<file path="config.mk">
export PLATFORM = sky130hd
export DESIGN_NAME = ucontrol_nest_flat
export DESIGN_NICKNAME = d
export VERILOG_FILES = /design/src/rtl/ucontrol_nest_pkg.sv /design/src/rtl/ucontrol_nest_if.sv /design/src/rtl/ucontrol_nest_loop_stack.sv /design/src/rtl/ucontrol_nest.sv /design/src/flat_wrapper.sv
export SDC_FILE = /design/constraint.sdc
export NUM_CORES = 1
export LEC_CHECK = 0
export CAP_MARGIN = 20
export CORE_UTILIZATION = 53
export DETAILED_ROUTE_END_ITERATION = 16
export HOLD_SLACK_MARGIN = 0.05
export PLACE_DENSITY = 0.75
export SLEW_MARGIN = 20
export SYNTH_ARGS = -nofsm -noshare
export SYNTH_HDL_FRONTEND = slang
export SYNTH_SLANG_ARGS = --single-unit
</file>
<file path="constraint.sdc">
create_clock -name clk -period 3.01 [get_ports clk]
set_input_delay 0.301 -clock clk [delete_from_list [all_inputs] [get_ports clk]]
set_output_delay 0.301 -clock clk [all_outputs]
set_load 0.1 [all_outputs]
</file>
<file path="src/rtl/ucontrol_nest_pkg.sv">
// Shared definitions for the nested-loop microcode sequencer.
// Holds the sequencer state enum, the sticky error bit positions and the
// default parameter values used by the interface, the top and the stack.
package useq_pkg;

  localparam int unsigned DefUinstAddrWidth = 8;
  localparam int unsigned DefCntWidth       = 11;
  localparam int unsigned DefLoopDepth      = 4;

  // Bit positions inside the 3-bit sticky err vector {illegal, underflow, overflow}.
  localparam int unsigned ErrOverflow  = 0;
  localparam int unsigned ErrUnderflow = 1;
  localparam int unsigned ErrIllegal   = 2;

  typedef enum logic [0:0] {
    StIdle,
    StRun
  } useq_state_e;

endpackage

</file>
<file path="src/rtl/ucontrol_nest_if.sv">
// Control/status bundle of the nested-loop microcode sequencer.
// master: the block issuing run/loop/jump controls and observing the micro-PC.
// slave : the sequencer itself.
// Controls: start/upc_start, done, stall, loop_push/loop_count, loop_end,
// jmp_en/jmp_addr. Status: upc, busy, depth, err.
interface ucontrol_nest_if
  import useq_pkg::*;
#(
  parameter int unsigned UINST_ADDR_WIDTH = DefUinstAddrWidth,
  parameter int unsigned CNT_WIDTH        = DefCntWidth,
  parameter int unsigned LOOP_DEPTH       = DefLoopDepth
) ();

  localparam int unsigned DepthW = $clog2(LOOP_DEPTH) + 1;

  logic                        start;
  logic [UINST_ADDR_WIDTH-1:0] upc_start;
  logic                        done;
  logic                        stall;
  logic                        loop_push;
  logic [CNT_WIDTH-1:0]        loop_count;
  logic                        loop_end;
  logic                        jmp_en;
  logic [UINST_ADDR_WIDTH-1:0] jmp_addr;
  logic [UINST_ADDR_WIDTH-1:0] upc;
  logic                        busy;
  logic [DepthW-1:0]           depth;
  logic [2:0]                  err;

  modport master (
    output start, upc_start, done, stall, loop_push, loop_count, loop_end, jmp_en, jmp_addr,
    input  upc, busy, depth, err
  );

  modport slave (
    input  start, upc_start, done, stall, loop_push, loop_count, loop_end, jmp_en, jmp_addr,
    output upc, busy, depth, err
  );

endinterface

</file>
<file path="src/rtl/ucontrol_nest_loop_stack.sv">
// LIFO of {body address, remaining count} for nested microcode loops.
// Ports: clk/rstn (async active-low), clear_i (empty and zero all entries),
// push_i with push_addr_i/push_cnt_i, pop_i, dec_top_i (decrement top count),
// top_addr_o/top_cnt_o (top entry), depth_o (entries in use).
// Priority clear > push > pop > dec_top; the caller guards against over/underflow.
module useq_loop_stack #(
  parameter int unsigned AddrWidth = 8,
  parameter int unsigned CntWidth  = 11,
  parameter int unsigned Depth     = 4
) (
  input  logic                   clk,
  input  logic                   rstn,
  input  logic                   clear_i,
  input  logic                   push_i,
  input  logic                   pop_i,
  input  logic                   dec_top_i,
  input  logic [AddrWidth-1:0]   push_addr_i,
  input  logic [CntWidth-1:0]    push_cnt_i,
  output logic [AddrWidth-1:0]   top_addr_o,
  output logic [CntWidth-1:0]    top_cnt_o,
  output logic [$clog2(Depth):0] depth_o
);

  localparam int unsigned IdxW   = $clog2(Depth);
  localparam int unsigned DepthW = IdxW + 1;

  logic [AddrWidth-1:0] addr_q [Depth];
  logic [AddrWidth-1:0] addr_d [Depth];
  logic [CntWidth-1:0]  cnt_q  [Depth];
  logic [CntWidth-1:0]  cnt_d  [Depth];
  logic [DepthW-1:0]    depth_q, depth_d;
  logic [IdxW-1:0]      top_idx, wr_idx;

  // With an empty stack top_idx aliases the last entry; callers never use it then.
  assign top_idx = IdxW'(depth_q - DepthW'(1));
  assign wr_idx  = IdxW'(depth_q);

  always_comb begin
    addr_d  = addr_q;
    cnt_d   = cnt_q;
    depth_d = depth_q;
    if (clear_i) begin
      for (int i = 0; i < Depth; i++) begin
        addr_d[i] = '0;
        cnt_d[i]  = '0;
      end
      depth_d = '0;
    end else if (push_i) begin
      addr_d[wr_idx] = push_addr_i;
      cnt_d[wr_idx]  = push_cnt_i;
      depth_d        = depth_q + DepthW'(1);
    end else if (pop_i) begin
      depth_d = depth_q - DepthW'(1);
    end else if (dec_top_i) begin
      cnt_d[top_idx] = cnt_q[top_idx] - CntWidth'(1);
    end
  end

  always_ff @(posedge clk or negedge rstn) begin
    if (!rstn) begin
      for (int i = 0; i < Depth; i++) begin
        addr_q[i] <= '0;
        cnt_q[i]  <= '0;
      end
      depth_q <= '0;
    end else begin
      addr_q  <= addr_d;
      cnt_q   <= cnt_d;
      depth_q <= depth_d;
    end
  end

  assign top_addr_o = addr_q[top_idx];
  assign top_cnt_o  = cnt_q[top_idx];
  assign depth_o    = depth_q;

endmodule

</file>
<file path="src/rtl/ucontrol_nest.sv">
// Nested-loop microcode sequencer.
// Ports: clk (rising edge), rstn (async active-low), bus (slave side of
// ucontrol_nest_if). start loads upc_start and enters RUN; done returns to IDLE.
// In RUN each cycle performs one of: loop push, loop end (loop back or pop),
// jump, or increment. Conflicting controls and stack over/underflow set
// sticky err bits and fall back to a plain increment. All outputs are flops.
module ucontrol_nest
  import useq_pkg::*;
#(
  parameter int unsigned UINST_ADDR_WIDTH = DefUinstAddrWidth,
  parameter int unsigned CNT_WIDTH        = DefCntWidth,
  parameter int unsigned LOOP_DEPTH       = DefLoopDepth
) (
  input  logic          clk,
  input  logic          rstn,
  ucontrol_nest_if.slave bus
);

  localparam int unsigned AW     = UINST_ADDR_WIDTH;
  localparam int unsigned CW     = CNT_WIDTH;
  localparam int unsigned DepthW = $clog2(LOOP_DEPTH) + 1;

  useq_state_e       state_q, state_d;
  logic [AW-1:0]     upc_q, upc_d;
  logic [2:0]        err_q, err_d;

  logic              stk_clear, stk_push, stk_pop, stk_dec;
  logic [CW-1:0]     push_cnt;
  logic [AW-1:0]     top_addr, upc_inc;
  logic [CW-1:0]     top_cnt;
  logic [DepthW-1:0] depth;
  logic              illegal;

  assign upc_inc  = upc_q + AW'(1);
  // A zero count still runs the body once.
  assign push_cnt = (bus.loop_count == '0) ? CW'(1) : bus.loop_count;
  assign illegal  = (bus.loop_push && bus.loop_end) ||
                    (bus.jmp_en && (bus.loop_push || bus.loop_end));

  always_comb begin
    state_d   = state_q;
    upc_d     = upc_q;
    err_d     = err_q;
    stk_clear = 1'b0;
    stk_push  = 1'b0;
    stk_pop   = 1'b0;
    stk_dec   = 1'b0;
    if (bus.start) begin
      state_d   = StRun;
      upc_d     = bus.upc_start;
      err_d     = '0;
      stk_clear = 1'b1;
    end else if (state_q == StRun) begin
      if (bus.done) begin
        state_d   = StIdle;
        upc_d     = '0;
        stk_clear = 1'b1;
      end else if (!bus.stall) begin
        upc_d = upc_inc;
        if (illegal) begin
          err_d[ErrIllegal] = 1'b1;
        end else if (bus.loop_push) begin
          if (depth == DepthW'(LOOP_DEPTH)) begin
            err_d[ErrOverflow] = 1'b1;
          end else begin
            stk_push = 1'b1;
          end
        end else if (bus.loop_end) begin
          if (depth == '0) begin
            err_d[ErrUnderflow] = 1'b1;
          end else if (top_cnt > CW'(1)) begin
            stk_dec = 1'b1;
            upc_d   = top_addr;
          end else begin
            stk_pop = 1'b1;
          end
        end else if (bus.jmp_en) begin
          upc_d = bus.jmp_addr;
        end
      end
    end
  end

  always_ff @(posedge clk or negedge rstn) begin
    if (!rstn) begin
      state_q <= StIdle;
      upc_q   <= '0;
      err_q   <= '0;
    end else begin
      state_q <= state_d;
      upc_q   <= upc_d;
      err_q   <= err_d;
    end
  end

  useq_loop_stack #(
    .AddrWidth (AW),
    .CntWidth  (CW),
    .Depth     (LOOP_DEPTH)
  ) u_stack (
    .clk         (clk),
    .rstn        (rstn),
    .clear_i     (stk_clear),
    .push_i      (stk_push),
    .pop_i       (stk_pop),
    .dec_top_i   (stk_dec),
    .push_addr_i (upc_inc),
    .push_cnt_i  (push_cnt),
    .top_addr_o  (top_addr),
    .top_cnt_o   (top_cnt),
    .depth_o     (depth)
  );

  assign bus.upc   = upc_q;
  assign bus.busy  = (state_q == StRun);
  assign bus.depth = depth;
  assign bus.err   = err_q;

endmodule
</file>
<file path="src/flat_wrapper.sv">
// flat-port wrapper written by rule: the top's interface ports become plain ports
module ucontrol_nest_flat import useq_pkg::*;
#(
  parameter int unsigned UINST_ADDR_WIDTH = DefUinstAddrWidth,
  parameter int unsigned CNT_WIDTH        = DefCntWidth,
  parameter int unsigned LOOP_DEPTH       = DefLoopDepth
)
  (clk, rstn, bus_start, bus_upc_start, bus_done, bus_stall, bus_loop_push, bus_loop_count, bus_loop_end, bus_jmp_en, bus_jmp_addr, bus_upc, bus_busy, bus_depth, bus_err);
  ucontrol_nest_if #(.UINST_ADDR_WIDTH(UINST_ADDR_WIDTH), .CNT_WIDTH(CNT_WIDTH), .LOOP_DEPTH(LOOP_DEPTH)) bus_i ();
  input  logic clk;
  input  logic rstn;
  input wire logic [$bits(bus_i.start)-1:0] bus_start;
  input wire logic [$bits(bus_i.upc_start)-1:0] bus_upc_start;
  input wire logic [$bits(bus_i.done)-1:0] bus_done;
  input wire logic [$bits(bus_i.stall)-1:0] bus_stall;
  input wire logic [$bits(bus_i.loop_push)-1:0] bus_loop_push;
  input wire logic [$bits(bus_i.loop_count)-1:0] bus_loop_count;
  input wire logic [$bits(bus_i.loop_end)-1:0] bus_loop_end;
  input wire logic [$bits(bus_i.jmp_en)-1:0] bus_jmp_en;
  input wire logic [$bits(bus_i.jmp_addr)-1:0] bus_jmp_addr;
  output wire logic [$bits(bus_i.upc)-1:0] bus_upc;
  output wire logic [$bits(bus_i.busy)-1:0] bus_busy;
  output wire logic [$bits(bus_i.depth)-1:0] bus_depth;
  output wire logic [$bits(bus_i.err)-1:0] bus_err;
  assign bus_i.start = bus_start;
  assign bus_i.upc_start = bus_upc_start;
  assign bus_i.done = bus_done;
  assign bus_i.stall = bus_stall;
  assign bus_i.loop_push = bus_loop_push;
  assign bus_i.loop_count = bus_loop_count;
  assign bus_i.loop_end = bus_loop_end;
  assign bus_i.jmp_en = bus_jmp_en;
  assign bus_i.jmp_addr = bus_jmp_addr;
  assign bus_upc = bus_i.upc;
  assign bus_busy = bus_i.busy;
  assign bus_depth = bus_i.depth;
  assign bus_err = bus_i.err;
  ucontrol_nest #(.UINST_ADDR_WIDTH(UINST_ADDR_WIDTH), .CNT_WIDTH(CNT_WIDTH), .LOOP_DEPTH(LOOP_DEPTH)) u_core (.clk(clk), .rstn(rstn), .bus(bus_i));
endmodule
</file>
==> Flow_metrics.wiki <==
{| class="wikitable"
! Metric !! Value
|-
| Core Rows || 37
|-
| Largest buffer count on any clock path || 2
|-
| Final RePlAce weighted congestion || 0.905
|-
| Vertical die dimension || 106 um
|-
| Hold path cells || 2
|-
| Fin. Hold Viols || 0
|-
| Net count after synthesis || 651
|-
| Global-route wire length before repair || 27.5 mm
|-
| Boundary Pins || 50
|-
| Data arrival time of the critical path || 3.19 ns
|-
| Worst max-slew margin expressed relative to the limit || 0.302
|-
| Worst Reg2Reg Path Length in Cells || 7
|-
| Summed instance area of the synthesized netlist || 5740 sq um
|-
| Routed len/inst || 21.6 um
|-
| Count of buffers added by post-CTS timing repair for setup || 0
|-
| Ordered cell list for the critical path || clkinvlp_4, ha_4, mux4_2, ha_4, o2111a_2, o31a_4, o41ai_1
|-
| Number of detailed-routing iterations run before antenna repair || 7
|-
| Buffers on Ports || 49
|-
| Post-place instance area || 6490 sq um
|-
| Status || complete, no violations
|-
| Instance count of the mapped netlist || 606
|-
| Fill cell total of the finished layout || 880
|-
| Top-area cell type share of the netlist area || 0.397
|-
| Die width || 106 um
|-
| Reg-to-reg endpoint || u_core.u_stack.cnt_q[32]
|-
| Worst Setup Path Type || reg -> reg
|-
| Slowest Stage Delay on Critical Path || 0.43 ns
|-
| Drt initial violations || 479
|-
| Antenna Diode Count || 0
|-
| GR Util All Layers || 0.320
|-
| Total DRC errors in the routed layout || 0
|-
| Count of flip-flops with a built-in enable after synthesis || 0
|-
| Minimum setup slack among reg-to-reg paths || 0.07 ns
|-
| Max rail drop VDD || 249 uV
|-
| CTS buffer count || 9
|-
| TritonCTS clock tree || done
|-
| Level count of the clock H-tree || 3
|-
| Crit-path slowest cell || dfrtp_4
|-
| Part of the cycle the worst path needs || 0.977
|-
| Endpoint, Worst Hold || u_core.u_stack.cnt_q[38]
|-
| Start point of the critical path || u_core.u_stack.depth_o[0]
|-
| Worst Min Path Start || u_core.u_stack.cnt_q[38]
|-
| Leakage Power || 2.67 nW
|-
| Fmax || 0.340 GHz
|-
| Leading cell types in the layout, fill and taps excluded || 89 x dfrtp_1, 85 x nand2_1, 48 x buf_4
|-
| Largest net degree at the start of global routing || 63
|-
| Number of different library cells in the post-synthesis netlist || 66
|-
| Nets@finish || 701
|-
| Hold WC Path Type || reg -> reg
|-
| Type of destination of the critical path || flop
|-
| Starting density of the core || 0.551
|-
| CTS clock-pin slew for the worst setup and hold paths || 0.09 ns
|-
| Slew @ Worst Pin || 1.04 ns
|-
| Post-route core utilization || 0.645
|-
| Top cells by area, synth || dfrtp_1 40%, mux4_2 7.5%, nand2_1 5.7%, a21oi_1 3.2%, o21ai_0 3.0%
|-
| Post-route ant nets || 0
|-
| Count of warnings emitted by yosys || 0
|-
| Vias in the first global route || 5142
|-
| Fraction of final layout cells with drive strength greater than 1 || 0.179
|-
| Worst-case clock skew || 0.00925 ns
|-
| Clock latency on the worst-skew pair || 0.37 ns
|-
| Power, Total || 0.00318 W
|-
| Worst path most repeated cell || ha_4
|-
| Via-per-instance ratio || 6.70
|-
| Number of slew-limit violations in the final report || 0
|-
| Post-layout min period || 2.94 ns
|-
| Total of flip-flops plus latches after synthesis || 91
|-
| Commonest non-fill, non-tap cell in the layout || dfrtp_1
|-
| Number of vias in the routed layout || 5343
|-
| Number of violations of the max-capacitance limit || 0
|-
| Primary flip-flop cell chosen by synthesis mapping || dfrtp_1
|-
| Area enclosed by the die boundary || 11300 sq um
|-
| CP startpoint kind || flop
|-
| CORE AREA || 10400 sq um
|-
| Clock Sink Count || 91
|-
| Average instance area after synthesis || 9.48 sq um
|-
| Beginning of the worst register-to-register path || u_core.u_stack.depth_o[0]
|-
| Design Area, Final || 6720 sq um
|-
| Clk Tree Root Cell || clkbuf_8
|-
| Worst path required time || 3.26 ns
|-
| Total power density per cell area || 473 nW/um^2
|-
| P&R area growth vs syn || 17.0%
|-
| Placed wire-length estimate after detailed placement || 12.1 mm
|-
| Share of synthesized area occupied by flip-flops and latches || 0.397
|-
| Global route total overflow || 0
|-
| Post-synth ARST share || 1.00
|-
| Total detailed-routing wirelength || 17.2 mm
|-
| Antenna violations before repair || 0
|-
| Unrepaired setup endpoints after global routing || yes
|-
| Number of failing setup endpoints in the final timing report || 0
|-
| Worst hold slack across all endpoints || 0.487 ns
|-
| Maximum fanout along the worst path || 22
|-
| Area leader, netlist || dfrtp_1
|}
[power breakdown]
group	total [W]	internal, W	switching (W)
Clock	0.000865	0.000390	0.000475
Sequential	0.00131	0.00127	0.0000437
Combinational	0.000999	0.000333	0.000666
[critical path: cells and delay by family, from the launching register on]
family / cells / cell delay (ns)
buf+inv: 1 / 0.15
compound gates: 3 / 1.18
flops: 1 / 0.43
mux: 1 / 0.43
fa+ha+maj: 2 / 0.63
[metal layers]
metal / global-route usage / part of all wire / wire length (um) / up-vias
li1: - / - / - / 2402
met1: 0.471 / 0.43 / 7480 / 2605
met2: 0.465 / 0.45 / 7660 / 310
met3: 0.0717 / 0.10 / 1770 / 26
met4: 0.111 / 0.017 / 292 / 0
met5: 0 / 0 / 0 / -
[cell type report]
cell class              count  area [sq um]  share of cell area
multi-input cells         454          3270               0.486
flip-flops and latches     91          2280               0.340
repair buffers             85           741               0.110
well taps                 136           170              0.0253
clock buffers               9           124              0.0184
clock inverters             7          75.1              0.0112
inverters                  15          60.1             0.00894
[flip-flops by register name (all words and copies together) (netlist names)]
register	cells
u_core.bus.busy	1
u_core.bus.err	3
u_core.bus.upc	8
u_core.u_stack.addr_q	32
u_core.u_stack.cnt_q	44
u_core.u_stack.depth_o	3
[logic make-up (layout without fill, tap and decap cells)]
family | after synthesis | count (layout) | synth area share
AOI/OAI and AO/OA | 215 | 215 | 0.262
DFF | 91 | 91 | 0.397
buffers and inverters | 61 | 116 | 0.0510
adders and majority gates | 10 | 10 | 0.0218
muxes | 24 | 24 | 0.0837
xor gates and xnor gates | 18 | 18 | 0.0275
and+or+nand+nor | 187 | 187 | 0.158
[synthesized netlist by cell type (all sizes together) (8+ instances only)]
cell / instances
dfrtp: 91
nand2: 87
o21ai: 46
a21oi: 38
nor2: 34
a31oi: 28
clkbuf: 26
o31ai: 21
buf: 20
mux4: 19
a32oi: 15
inv: 15
nor3: 14
nand3: 13
o41ai: 12
ha: 10
xor2: 10
a22o: 8
a22oi: 8
xnor2: 8
[stage by stage]
| step | cells | worst slack, ns | setup TNS (ns) |
|---|---|---|---|
| finish | 797 | 0.0704 | 0 |
| global route | 797 | -0.0141 | -0.0340 |
| CTS | 797 | 0.0175 | 0 |
| detailed placement | 780 | 0.0487 | 0 |
| global placement | 780 | 0.0778 | 0 |
| floorplan | 606 | -0.237 | -6.92 |
[what timing repair did]
item                       in CTS  in global routing
setup endpoints to repair       0                 20
resized for setup               0                  5
hold buffers                    1                  0
hold endpoints to repair       29                  0
[worst max path at each step]
stage	cells past startpoint	slack, ns	endpoint
after global routing	8	-0.01	u_core.bus.upc[1]
after CTS	7	0.02	u_core.u_stack.cnt_q[32]
after detailed placement	7	0.05	u_core.u_stack.cnt_q[32]
final	7	0.07	u_core.u_stack.cnt_q[32]
after global placement	8	0.08	u_core.u_stack.cnt_q[23]
after floorplan	13	-0.24	u_core.u_stack.cnt_q[23]
No activity file was read; power rests on OpenSTA's default activity.
